File: config.mk
export PLATFORM = sky130hd
export DESIGN_NAME = mont_mul_engine_flat
export DESIGN_NICKNAME = d
export VERILOG_FILES = /design/src/rtl/mon_pkg.sv /design/src/rtl/mont_mul_engine_if.sv /design/src/rtl/mont_step.sv /design/src/rtl/mont_mul_engine.sv /design/src/flat_wrapper.sv
export SDC_FILE = /design/constraint.sdc
export NUM_CORES = 1
export LEC_CHECK = 0
export CAP_MARGIN = 25
export CORE_MARGIN = 2
export CORE_UTILIZATION = 30
export DETAILED_ROUTE_END_ITERATION = 8
export PLACE_DENSITY = 0.49
export SETUP_SLACK_MARGIN = 0.15
export SYNTH_ARGS = -nofsm -noshare
export SYNTH_HDL_FRONTEND = slang
export SYNTH_HIERARCHICAL = 1
export SYNTH_SLANG_ARGS = --single-unit
export TNS_END_PERCENT = 100
File: constraint.sdc
create_clock -name clk -period 8.23 [get_ports clk]
set_input_delay 1.2345 -clock clk [delete_from_list [all_inputs] [get_ports clk]]
set_output_delay 1.2345 -clock clk [all_outputs]
set_load 0.01 [all_outputs]
File: src/rtl/mon_pkg.sv
`default_nettype none
// ============================================================================
// Module      : mon_pkg
// Description : Shared definitions for the Montgomery multiplier and the
//               exponentiation controller that drives it. It holds the
//               default operand width, the default iteration-counter width
//               and the three-state encoding of the multiplier sequencer.
// Ports       : none (package)
// Revision    : 1.0 - initial release
// ============================================================================
package mon_pkg;

  // Default operand/modulus width N.
  localparam int DEF_BITLEN     = 64;
  // Default iteration-counter width; 2**DEF_LOG_BITLEN must exceed DEF_BITLEN.
  localparam int DEF_LOG_BITLEN = 10;

  // Sequencer states. The encoding is fixed because the controller reuses it.
  typedef enum logic [1:0] {
    IDLE = 2'd0,
    LOOP = 2'd1,
    CORR = 2'd2
  } state_t;

endpackage : mon_pkg
`default_nettype wire

File: src/rtl/mont_mul_engine_if.sv
`default_nettype none
// ============================================================================
// Module      : mont_mul_engine_if
// Description : start/stop handshake and operand bus between the
//               exponentiation controller (master) and the Montgomery
//               multiplier (slave).
// Signals     : start - request, one cycle or held, seen only when idle
//               A, B  - operands, both below M
//               M     - odd modulus, greater than 1
//               stop  - one-cycle completion pulse
//               P     - result A*B*2^-BITLEN mod M, valid with stop
// Revision    : 1.0 - initial release
// ============================================================================
interface mont_mul_engine_if
  import mon_pkg::*;
#(
  parameter int BITLEN = DEF_BITLEN
);

  logic              start;
  logic [BITLEN-1:0] A;
  logic [BITLEN-1:0] B;
  logic [BITLEN-1:0] M;
  logic              stop;
  logic [BITLEN-1:0] P;

  modport master (
    output start, A, B, M,
    input  stop, P
  );

  modport slave (
    input  start, A, B, M,
    output stop, P
  );

endinterface : mont_mul_engine_if
`default_nettype wire

File: src/rtl/mont_step.sv
`default_nettype none
// ============================================================================
// Module      : mont_step
// Description : One radix-2 Montgomery iteration, purely combinational.
//                 t      = s + (a_bit ? b : 0)
//                 s_next = (t + (t[0] ? m : 0)) / 2
// Ports       : s      - accumulator in, BITLEN+2 bits
//               a_bit  - current multiplicand bit
//               b      - multiplier
//               m      - modulus (odd)
//               s_next - accumulator out, BITLEN+2 bits
// Revision    : 1.0 - initial release
// ============================================================================
module mont_step
  import mon_pkg::*;
#(
  parameter int BITLEN = DEF_BITLEN
) (
  input  logic [BITLEN+1:0] s,
  input  logic              a_bit,
  input  logic [BITLEN-1:0] b,
  input  logic [BITLEN-1:0] m,
  output logic [BITLEN+1:0] s_next
);

  localparam int W = BITLEN + 2;

  logic [W-1:0] t;
  logic [W-1:0] u;

  // With s < 2m on entry, t < 3m and u < 4m, so BITLEN+2 bits never
  // overflow and s_next < 2m keeps the invariant for the next iteration.
  assign t      = s + (a_bit ? {2'b00, b} : {W{1'b0}});
  assign u      = t + (t[0]  ? {2'b00, m} : {W{1'b0}});
  assign s_next = u >> 1;

endmodule : mont_step
`default_nettype wire

File: src/rtl/mont_mul_engine.sv
`default_nettype none
// ============================================================================
// Module      : mont_mul_engine
// Description : Bit-serial radix-2 Montgomery multiplier. Computes
//               P = A*B*2^-BITLEN mod M in BITLEN+1 cycles after the edge
//               that accepts start, then pulses stop for one cycle.
//               Operands are captured on the accepting edge, so later bus
//               changes do not disturb an operation in flight.
// Ports       : clk - clock, rising edge
//               rst - synchronous active-high reset
//               bus - slave side of mont_mul_engine_if
//                     (start, A, B, M in; stop, P out)
// Revision    : 1.0 - initial release
// ============================================================================
module mont_mul_engine
  import mon_pkg::*;
#(
  parameter int BITLEN     = DEF_BITLEN,
  parameter int LOG_BITLEN = DEF_LOG_BITLEN
) (
  input  logic              clk,
  input  logic              rst,
  mont_mul_engine_if.slave  bus
);

  localparam logic [LOG_BITLEN-1:0] LAST_ITER = LOG_BITLEN'(BITLEN - 1);

  state_t                  state;
  logic [BITLEN-1:0]       a_sr;      // multiplicand, shifted right each iteration
  logic [BITLEN-1:0]       b_reg;
  logic [BITLEN-1:0]       m_reg;
  logic [BITLEN+1:0]       s;         // accumulator
  logic [LOG_BITLEN-1:0]   i;         // iteration counter
  logic                    stop_q;
  logic [BITLEN-1:0]       p_q;

  logic [BITLEN+1:0]       s_next;
  logic [BITLEN+1:0]       s_minus_m;
  logic [BITLEN-1:0]       p_next;

  // a_sr[0] is the bit A_reg[i] of the current iteration, because the
  // register shifts right once per LOOP cycle.
  mont_step #(
    .BITLEN (BITLEN)
  ) u_step (
    .s      (s),
    .a_bit  (a_sr[0]),
    .b      (b_reg),
    .m      (m_reg),
    .s_next (s_next)
  );

  // Final correction: the loop leaves s < 2m, so one conditional
  // subtraction brings the result into [0, m).
  assign s_minus_m = s - {2'b00, m_reg};
  assign p_next    = (s >= {2'b00, m_reg}) ? s_minus_m[BITLEN-1:0] : s[BITLEN-1:0];

  always_ff @(posedge clk) begin
    if (rst) begin
      state  <= IDLE;
      a_sr   <= '0;
      b_reg  <= '0;
      m_reg  <= '0;
      s      <= '0;
      i      <= '0;
      stop_q <= 1'b0;
      p_q    <= '0;
    end else begin
      stop_q <= 1'b0;
      case (state)
        IDLE: begin
          if (bus.start) begin
            a_sr  <= bus.A;
            b_reg <= bus.B;
            m_reg <= bus.M;
            s     <= '0;
            i     <= '0;
            state <= LOOP;
          end
        end

        LOOP: begin
          s    <= s_next;
          a_sr <= a_sr >> 1;
          i    <= i + 1'b1;
          if (i == LAST_ITER) begin
            state <= CORR;
          end
        end

        CORR: begin
          p_q    <= p_next;
          stop_q <= 1'b1;
          state  <= IDLE;
        end

        default: begin
          state <= IDLE;
        end
      endcase
    end
  end

  assign bus.stop = stop_q;
  assign bus.P    = p_q;

endmodule : mont_mul_engine
`default_nettype wire
File: src/flat_wrapper.sv
// flat-port wrapper written by rule: the top's interface ports become plain ports
module mont_mul_engine_flat import mon_pkg::*;
#(
  parameter int BITLEN     = DEF_BITLEN,
  parameter int LOG_BITLEN = DEF_LOG_BITLEN
)
  (clk, rst, bus_start, bus_A, bus_B, bus_M, bus_stop, bus_P);
  mont_mul_engine_if #(.BITLEN(BITLEN)) bus_i ();
  input  logic clk;
  input  logic rst;
  input wire logic [$bits(bus_i.start)-1:0] bus_start;
  input wire logic [$bits(bus_i.A)-1:0] bus_A;
  input wire logic [$bits(bus_i.B)-1:0] bus_B;
  input wire logic [$bits(bus_i.M)-1:0] bus_M;
  output wire logic [$bits(bus_i.stop)-1:0] bus_stop;
  output wire logic [$bits(bus_i.P)-1:0] bus_P;
  assign bus_i.start = bus_start;
  assign bus_i.A = bus_A;
  assign bus_i.B = bus_B;
  assign bus_i.M = bus_M;
  assign bus_stop = bus_i.stop;
  assign bus_P = bus_i.P;
  mont_mul_engine #(.BITLEN(BITLEN), .LOG_BITLEN(LOG_BITLEN)) u_core (.clk(clk), .rst(rst), .bus(bus_i));
endmodule
==> load_flow_metrics.sql, run 1 <==
INSERT INTO impl_metrics (metric_group, metric, value, unit) VALUES
('status', 'run_status', 'completed', ''),
('sta', 'max_freq', '139', 'MHz'),
('clock_network', 'post_cts_resize_count', '0', ''),
('clock_network', 'clk-insertion-delay-late', '0.59', 'ns'),
('placed_design', 'dp_worst_setup_slack', '1.11', 'ns'),
('floorplanning', 'boundaryPins', '260', ''),
('sta', 'fin_tns_setup', '0', 'ns'),
('grt', 'grt.overflow.total', '0', ''),
('sta', 'unrepaired_setup_endpoints_after_global_routing', 'no', ''),
('routing', 'drt-pass1-iter-count', '5', ''),
('synth', 'synth_seq_area_share', '0.270', ''),
('routing', 'detailedRoute.firstIterationViolations', '1715', ''),
('finish', 'num-nets-final', '3835', ''),
('power_and_ir_drop', 'power_switching', '1330', 'uW'),
('power_and_ir_drop', 'p_per_area', '156', 'nW/um^2'),
('synth', 'yosys_cell_types', '87', ''),
('synth', 'postSynth.topFlopCell', 'sky130_fd_sc_hd__dfxtp_1', ''),
('flow_run', 'timing.max_cap.violations', '0', ''),
('sta', 'finalSetupViolCount', '0', ''),
('grt', 'grt_use_total', '0.209', ''),
('critical_path', 'critical_path_endpoint_category', 'flip-flop', ''),
('finish', 'layout.cells.most_common', 'sky130_fd_sc_hd__nand2_1', ''),
('sta', 'final.period_utilization', '0.873', ''),
('placed_design', 'place_congestion', '0.902', ''),
('critical_path', 'max_stage_delay', '0.53', 'ns'),
('floorplanning', 'fp-row-count', '105', ''),
('finish', 'layout_common_cells', 'sky130_fd_sc_hd__nand2_1 (531), sky130_fd_sc_hd__a21oi_1 (454), sky130_fd_sc_hd__dfxtp_1 (334), sky130_fd_sc_hd__clkdlybuf4s50_1 (258), sky130_fd_sc_hd__nor2_1 (204)', ''),
('sta', 'report.final.slew_viol_count', '0', ''),
('finish', 'largest_reg_flops', '66', ''),
('synth', 'synth_edf_count', '0', ''),
('synth', 'syn-cell-area', '24800', 'sq um'),
('floorplanning', 'die_x', '292', 'um'),
('sta', 'tightest_slew', '0.985', 'ns'),
('grt', 'number_of_global_route_vias_before_repair', '23400', ''),
('floorplanning', 'die_area', '85000', 'sq um'),
('floorplanning', 'design.core.area', '82000', 'sq um'),
('synth', 'top_area_cells_in_the_synthesized_netlist', 'sky130_fd_sc_hd__dfxtp_1 (27%), sky130_fd_sc_hd__ha_1 (9.7%), sky130_fd_sc_hd__a21oi_1 (9.2%)', ''),
('clock_network', 'cts_root_buf', 'sky130_fd_sc_hd__clkbuf_16', ''),
('hold_path', 'min-delay-path-class', 'flip-flop to flip-flop', ''),
('power_and_ir_drop', 'intPower', '3310', 'uW'),
('synth', 'ys_ff_latch', '335', ''),
('routing', 'via_per_inst', '5.35', ''),
('critical_path', 'timing.critical_path.arrival', '7.67', 'ns'),
('clock_network', 'cts-buffers-inserted', '45', ''),
('synth', 'synth_cells', '3333', ''),
('routing', 'routedWlPerCell', '20.3', 'um'),
('critical_path', 'path_common_cell', 'sky130_fd_sc_hd__a21oi_1', ''),
('finish', 'area_grow_syn2layout', '20.0', '%'),
('finish', 'largest_register', 'u_core/s', ''),
('grt', 'largest_net_degree_at_the_start_of_global_routing', '134', ''),
('clock_network', 'clk_pin_slew_worst_paths', '0.06', 'ns'),
('finish', 'drive_gt1_frac', '0.0425', ''),
('finish', 'final_area', '29800', 'sq um'),
('sta', 'pnr_worst_setup_slack', '1.05', 'ns'),
('power_and_ir_drop', 'relative_contribution_of_combinational_cells_to_total_power', '0.154', ''),
('finish', 'final_core_util', '0.363', ''),
('critical_path', 'timing.setup.critical_path_class', 'flip-flop to flip-flop', ''),
('power_and_ir_drop', 'seq_power_share', '0.376', ''),
('clock_network', 'clock_tree.buffer_depth', '3', ''),
('sta', 'final_period_minus_worst_setup_slack', '7.18', 'ns'),
('power_and_ir_drop', 'peakVddDrop', '129', 'uV'),
('placed_design', 'dp.final_hpwl', '71300', 'um'),
('power_and_ir_drop', 'power.share.clock', '0.470', ''),
('floorplanning', 'floorplan.initialDensity', '0.303', ''),
('clock_network', 'clock_sink_count', '335', ''),
('power_and_ir_drop', 'sw_frac_of_total', '0.287', ''),
('grt', 'grt_first_pass_wirelength', '141000', 'um'),
('synth', 'yosys.area.top_type', 'sky130_fd_sc_hd__dfxtp_1', ''),
('placed_design', 'post-place-cells', '4468', ''),
('grt', 'grt_antenna_before_repair', '4', ''),
('finish', 'finalNonFillerCells', '4553', '');
## per-stage QoR
step           hold WS, ns  total power [uW]
2_1_floorplan        0.432              2210
3_3_place_gp         0.440              2490
3_5_place_dp         0.446              2490
4_1_cts              0.454              4700
5_1_grt              0.468              4840
6_report             0.449              4640
## power groups by stage
stage	combinational, uW	sequential [uW]	clock [uW]
after floorplan	460	1750	0
after global placement	710	1780	0
after detailed placement	712	1780	0
after CTS	715	1740	2250
after global routing	784	1750	2310
final	714	1740	2180
## cell usage after synthesis, drive strengths merged, types with 13 or more instances
master	number
and3	23
nand2b	21
nand4	63
a311oi	21
inv	118
a22oi	64
a21o	129
nand2	532
ha	192
xor2	67
o21bai	49
mux2i	14
o211ai	26
xnor2	109
a211oi	39
buf	42
or3	14
o21a	19
nor2b	14
clkbuf	176
a22o	68
a31oi	30
a221oi	13
dfxtp	335
a21oi	456
nand3	40
and2	146
o21ai	121
nor2	207
nor3	38
## final cells by class
cell class                      count  area (sq um)
Inverter                          118           443
Sequential cell                   335          6710
Multi-Input combinational cell   2662         16800
Tap cell                         1070          1340
Fill cell                        8829         52200
Antenna cell                        1          2.50
Timing Repair Buffer              283          2800
Clock buffer                       57          1250
Clock inverter                     27           402
## routing by layer
metal	routed length (um)	global-route usage
met5	43	0
met4	1760	0.0453
met3	5570	0.0435
met2	41300	0.339
met1	43600	0.285
## final timing paths
path                            cells past startpoint  slack, ns                to              from
worst max-delay path                               24       1.05      u_core/s[62]    u_core/a_sr[0]
worst min register to register                      2       0.45  u_core/b_reg[54]  u_core/b_reg[54]
worst max register to register                     24       1.05      u_core/s[62]    u_core/a_sr[0]
worst min-delay path                                2       0.45  u_core/b_reg[54]  u_core/b_reg[54]
## worst min-delay path: stages (launching register included)
cell	delay, ns
sky130_fd_sc_hd__dfxtp_1	0.30
sky130_fd_sc_hd__nand2_1	0.05
sky130_fd_sc_hd__a21oi_1	0.05
## kinds of logic (layout without fill, tap and decap cells)
family	count (synthesis)	after routing	synth area share
simple gates	1145	1145	0.214
mux	16	16	0.00656
compound gates	1128	1128	0.293
flops	335	335	0.270
other cells	1	2	0.000151
xor+xnor	177	177	0.0630
buf+inv	336	485	0.0538
fa+ha+maj	195	195	0.0993
Note: power is estimated with default switching activity, not from simulation.
==> run 2, diff against run 1 <==
--- a/config.mk
+++ b/config.mk
@@ -10,6 +10,7 @@
 export CORE_UTILIZATION = 30
 export DETAILED_ROUTE_END_ITERATION = 8
 export PLACE_DENSITY = 0.49
+export RECOVER_POWER = 50
 export SETUP_SLACK_MARGIN = 0.15
 export SYNTH_ARGS = -nofsm -noshare
 export SYNTH_HDL_FRONTEND = slang
==> load_flow_metrics.sql, run 2 (synthesis results as in run 1) <==
INSERT INTO impl_metrics (metric_group, metric, value, unit) VALUES
('status', 'run_status', 'complete, but fails checks', ''),
('status', 'violations_in_the_final_reports', 'capacitance limit, slew limit', ''),
('finish', 'antennaDiodeCount', '0', ''),
('critical_path', 'worst_r2r_path_depth', '25', ''),
('grt', 'largest_net_degree_at_the_start_of_global_routing', '134', ''),
('floorplanning', 'fp-row-count', '105', ''),
('sta', 'finalSetupViolCount', '0', ''),
('power_and_ir_drop', 'power.leakage', '0.0129', 'uW'),
('clock_network', 'clk-insertion-delay-late', '0.59', 'ns'),
('floorplanning', 'floorplan.initialDensity', '0.303', ''),
('power_and_ir_drop', 'p_per_area', '156', 'nW/um^2'),
('routing', 'routed_wl', '92300', 'um'),
('grt', 'grt.overflow.total', '0', ''),
('clock_network', 'setup_fix_buffers_added_after_clock_tree_synthesis', '0', ''),
('grt', 'grt_first_pass_wirelength', '141000', 'um'),
('sta', 'max_freq', '139', 'MHz'),
('critical_path', 'r2r_end', 'u_core/s[62]', ''),
('routing', 'via_per_inst', '5.36', ''),
('placed_design', 'port_buffers', '259', ''),
('routing', 'drt-pass1-iter-count', '5', ''),
('finish', 'layout.cells.most_common', 'sky130_fd_sc_hd__nand2_1', ''),
('sta', 'pnr_worst_setup_slack', '1.04', 'ns'),
('finish', 'largest_reg_flops', '66', ''),
('grt', 'grt_use_total', '0.209', ''),
('clock_network', 'tritoncts', 'built', ''),
('critical_path', 'rr_startpoint', 'u_core/a_sr[0]', ''),
('clock_network', 'clock_sink_count', '335', ''),
('sta', 'hold_ws', '0.449', 'ns'),
('grt', 'number_of_global_route_vias_before_repair', '23400', ''),
('floorplanning', 'boundaryPins', '260', ''),
('placed_design', 'place_congestion', '0.902', ''),
('floorplanning', 'die_x', '292', 'um'),
('sta', 'clock-skew-final', '0.0293', 'ns'),
('flow_run', 'timing.max_cap.violations', '3', ''),
('placed_design', 'dp_worst_setup_slack', '1.11', 'ns'),
('clock_network', 'cts_hold_buffers', '0', ''),
('hold_path', 'hold_path_depth', '2', ''),
('floorplanning', 'die_area', '85000', 'sq um'),
('critical_path', 'regToRegSetupSlack', '1.04', 'ns'),
('sta', 'unrepaired_setup_endpoints_after_global_routing', 'no', ''),
('clock_network', 'cts-buffers-inserted', '45', ''),
('clock_network', 'clk_pin_slew_worst_paths', '0.06', 'ns'),
('critical_path', 'timing.setup.critical_path_class', 'flip-flop to flip-flop', ''),
('critical_path', 'timing.critical_path.required', '8.71', 'ns'),
('finish', 'largest_register', 'u_core/s', ''),
('sta', 'timing.max_slew.rel_slack', '-1.62', ''),
('routing', 'detailedRoute.firstIterationViolations', '1709', ''),
('sta', 'tightest_slew', '3.93', 'ns'),
('routing', 'antenna_violating_nets_post_route', '0', ''),
('hold_path', 'hold_end', 'u_core/b_reg[54]', ''),
('sta', 'final.period_utilization', '0.873', ''),
('routing', 'routedWlPerCell', '20.3', 'um'),
('finish', 'drive_gt1_frac', '0.0416', ''),
('critical_path', 'critical_path_endpoint_category', 'flip-flop', ''),
('hold_path', 'min-delay-path-class', 'flip-flop to flip-flop', ''),
('clock_network', 'cts_root_buf', 'sky130_fd_sc_hd__clkbuf_16', ''),
('clock_network', 'htree_levels', '2', ''),
('placed_design', 'dp.final_hpwl', '71300', 'um'),
('finish', 'num-nets-final', '3835', ''),
('finish', 'final_area', '29700', 'sq um'),
('routing', 'via_count', '24400', ''),
('routing', 'drt_drc_violations_left', '0', ''),
('critical_path', 'startpoint_type', 'flip-flop', ''),
('hold_path', 'holdCritStartpoint', 'u_core/b_reg[54]', ''),
('critical_path', 'worstPathMaxFanout', '35', ''),
('sta', 'report.final.slew_viol_count', '277', ''),
('power_and_ir_drop', 'peakVddDrop', '128', 'uV'),
('sta', 'fin_tns_setup', '0', 'ns'),
('clock_network', 'clock_tree.buffer_depth', '3', ''),
('critical_path', 'timing.critical_path.arrival', '7.67', 'ns'),
('sta', 'number_of_endpoints_with_negative_hold_slack_in_the_final_report', '0', ''),
('finish', 'layout_common_cells', 'sky130_fd_sc_hd__nand2_1 (532), sky130_fd_sc_hd__a21oi_1 (454), sky130_fd_sc_hd__dfxtp_1 (334), sky130_fd_sc_hd__nor2_1 (204)', ''),
('floorplanning', 'design.core.area', '82000', 'sq um'),
('placed_design', 'placed_area', '28100', 'sq um'),
('sta', 'final_period_minus_worst_setup_slack', '7.19', 'ns'),
('finish', 'area_grow_syn2layout', '19.9', '%'),
('floorplanning', 'dieHeight', '292', 'um'),
('grt', 'grt_antenna_before_repair', '4', ''),
('clock_network', 'post_cts_resize_count', '0', '');
## run 2: cell types whose count changed in the layout (fill, tap and decap cells not counted)
cell                              previous run  this run
sky130_fd_sc_hd__buf_4                      22        20
sky130_fd_sc_hd__nand2_1                   531       532
sky130_fd_sc_hd__clkbuf_1                    5         7
sky130_fd_sc_hd__nand2_4                     1         0
sky130_fd_sc_hd__buf_8                       1         0
sky130_fd_sc_hd__clkbuf_2                    0         1
sky130_fd_sc_hd__dlygate4sd3_1               0        66
sky130_fd_sc_hd__diode_2                     1         0
sky130_fd_sc_hd__clkdlybuf4s50_1           258       192
## run 2: power breakdown
group / switching, uW / internal, uW / leakage [uW] / total, uW
Sequential: 56.4 / 1690 / 0.00273 / 1740
Combinational: 433 / 281 / 0.00935 / 714
Clock: 839 / 1340 / 0.000788 / 2180
## run 2: worst max-delay path, cell delays in order, from the launching register on
cell and delay [ns]:
sky130_fd_sc_hd__dfxtp_2 0.49, sky130_fd_sc_hd__and2_1 0.23, sky130_fd_sc_hd__ha_1 0.22, sky130_fd_sc_hd__fa_1 0.44
sky130_fd_sc_hd__a211oi_1 0.26, sky130_fd_sc_hd__o21bai_1 0.12, sky130_fd_sc_hd__a21oi_2 0.26, sky130_fd_sc_hd__o21bai_1 0.16
sky130_fd_sc_hd__a311oi_1 0.47, sky130_fd_sc_hd__nor3b_1 0.16, sky130_fd_sc_hd__a311o_1 0.44, sky130_fd_sc_hd__a221oi_1 0.55
sky130_fd_sc_hd__o21ai_0 0.20, sky130_fd_sc_hd__xor2_1 0.18, sky130_fd_sc_hd__ha_1 0.42, sky130_fd_sc_hd__a21oi_1 0.10
sky130_fd_sc_hd__o21ai_0 0.32, sky130_fd_sc_hd__o22ai_1 0.20, sky130_fd_sc_hd__a21oi_1 0.19, sky130_fd_sc_hd__o21ai_0 0.19
sky130_fd_sc_hd__a21oi_1 0.32, sky130_fd_sc_hd__a21oi_1 0.21, sky130_fd_sc_hd__or3_1 0.39, sky130_fd_sc_hd__a31o_2 0.26
sky130_fd_sc_hd__xnor2_1 0.12, sky130_fd_sc_hd__a22o_1 0.21
## run 2: routing by layer
metal / track usage / up-vias / part of all wire
met3: 0.0435 / 93 / 0.062
li1: - / 12200 / -
met5: 0 / - / 0.00047
met4: 0.0453 / 6 / 0.019
met1: 0.285 / 11500 / 0.47
met2: 0.339 / 590 / 0.45
## run 2: worst max path at each step
stage	start	to	slack (ns)	cells after the start
2_1_floorplan	u_core/a_sr[0]	u_core/s[59]	2.37	25
3_3_place_gp	u_core/a_sr[0]	u_core/s[62]	1.29	25
3_5_place_dp	u_core/a_sr[0]	u_core/s[62]	1.11	24
4_1_cts	u_core/a_sr[0]	u_core/s[62]	1.09	24
5_1_grt	rst	u_core/bus.P[57]	0.48	5
6_report	u_core/a_sr[0]	u_core/s[62]	1.04	25
## run 2: area by class of cell
type / count / area [sq um]
Timing Repair Buffer: 283 / 2780
Fill cell: 8836 / 52200
Multi-Input combinational cell: 2662 / 16800
Clock inverter: 27 / 402
Sequential cell: 335 / 6710
Clock buffer: 57 / 1250
Inverter: 118 / 443
Tap cell: 1070 / 1340
## run 2: through the flow
stage                      util  instances  total power (uW)
after floorplan               -       3333              2210
after global placement    0.342       4466              2490
after detailed placement  0.343       4468              2490
after CTS                 0.363       4552              4700
after global routing      0.363       4552              4840
final                     0.363       4552              4640
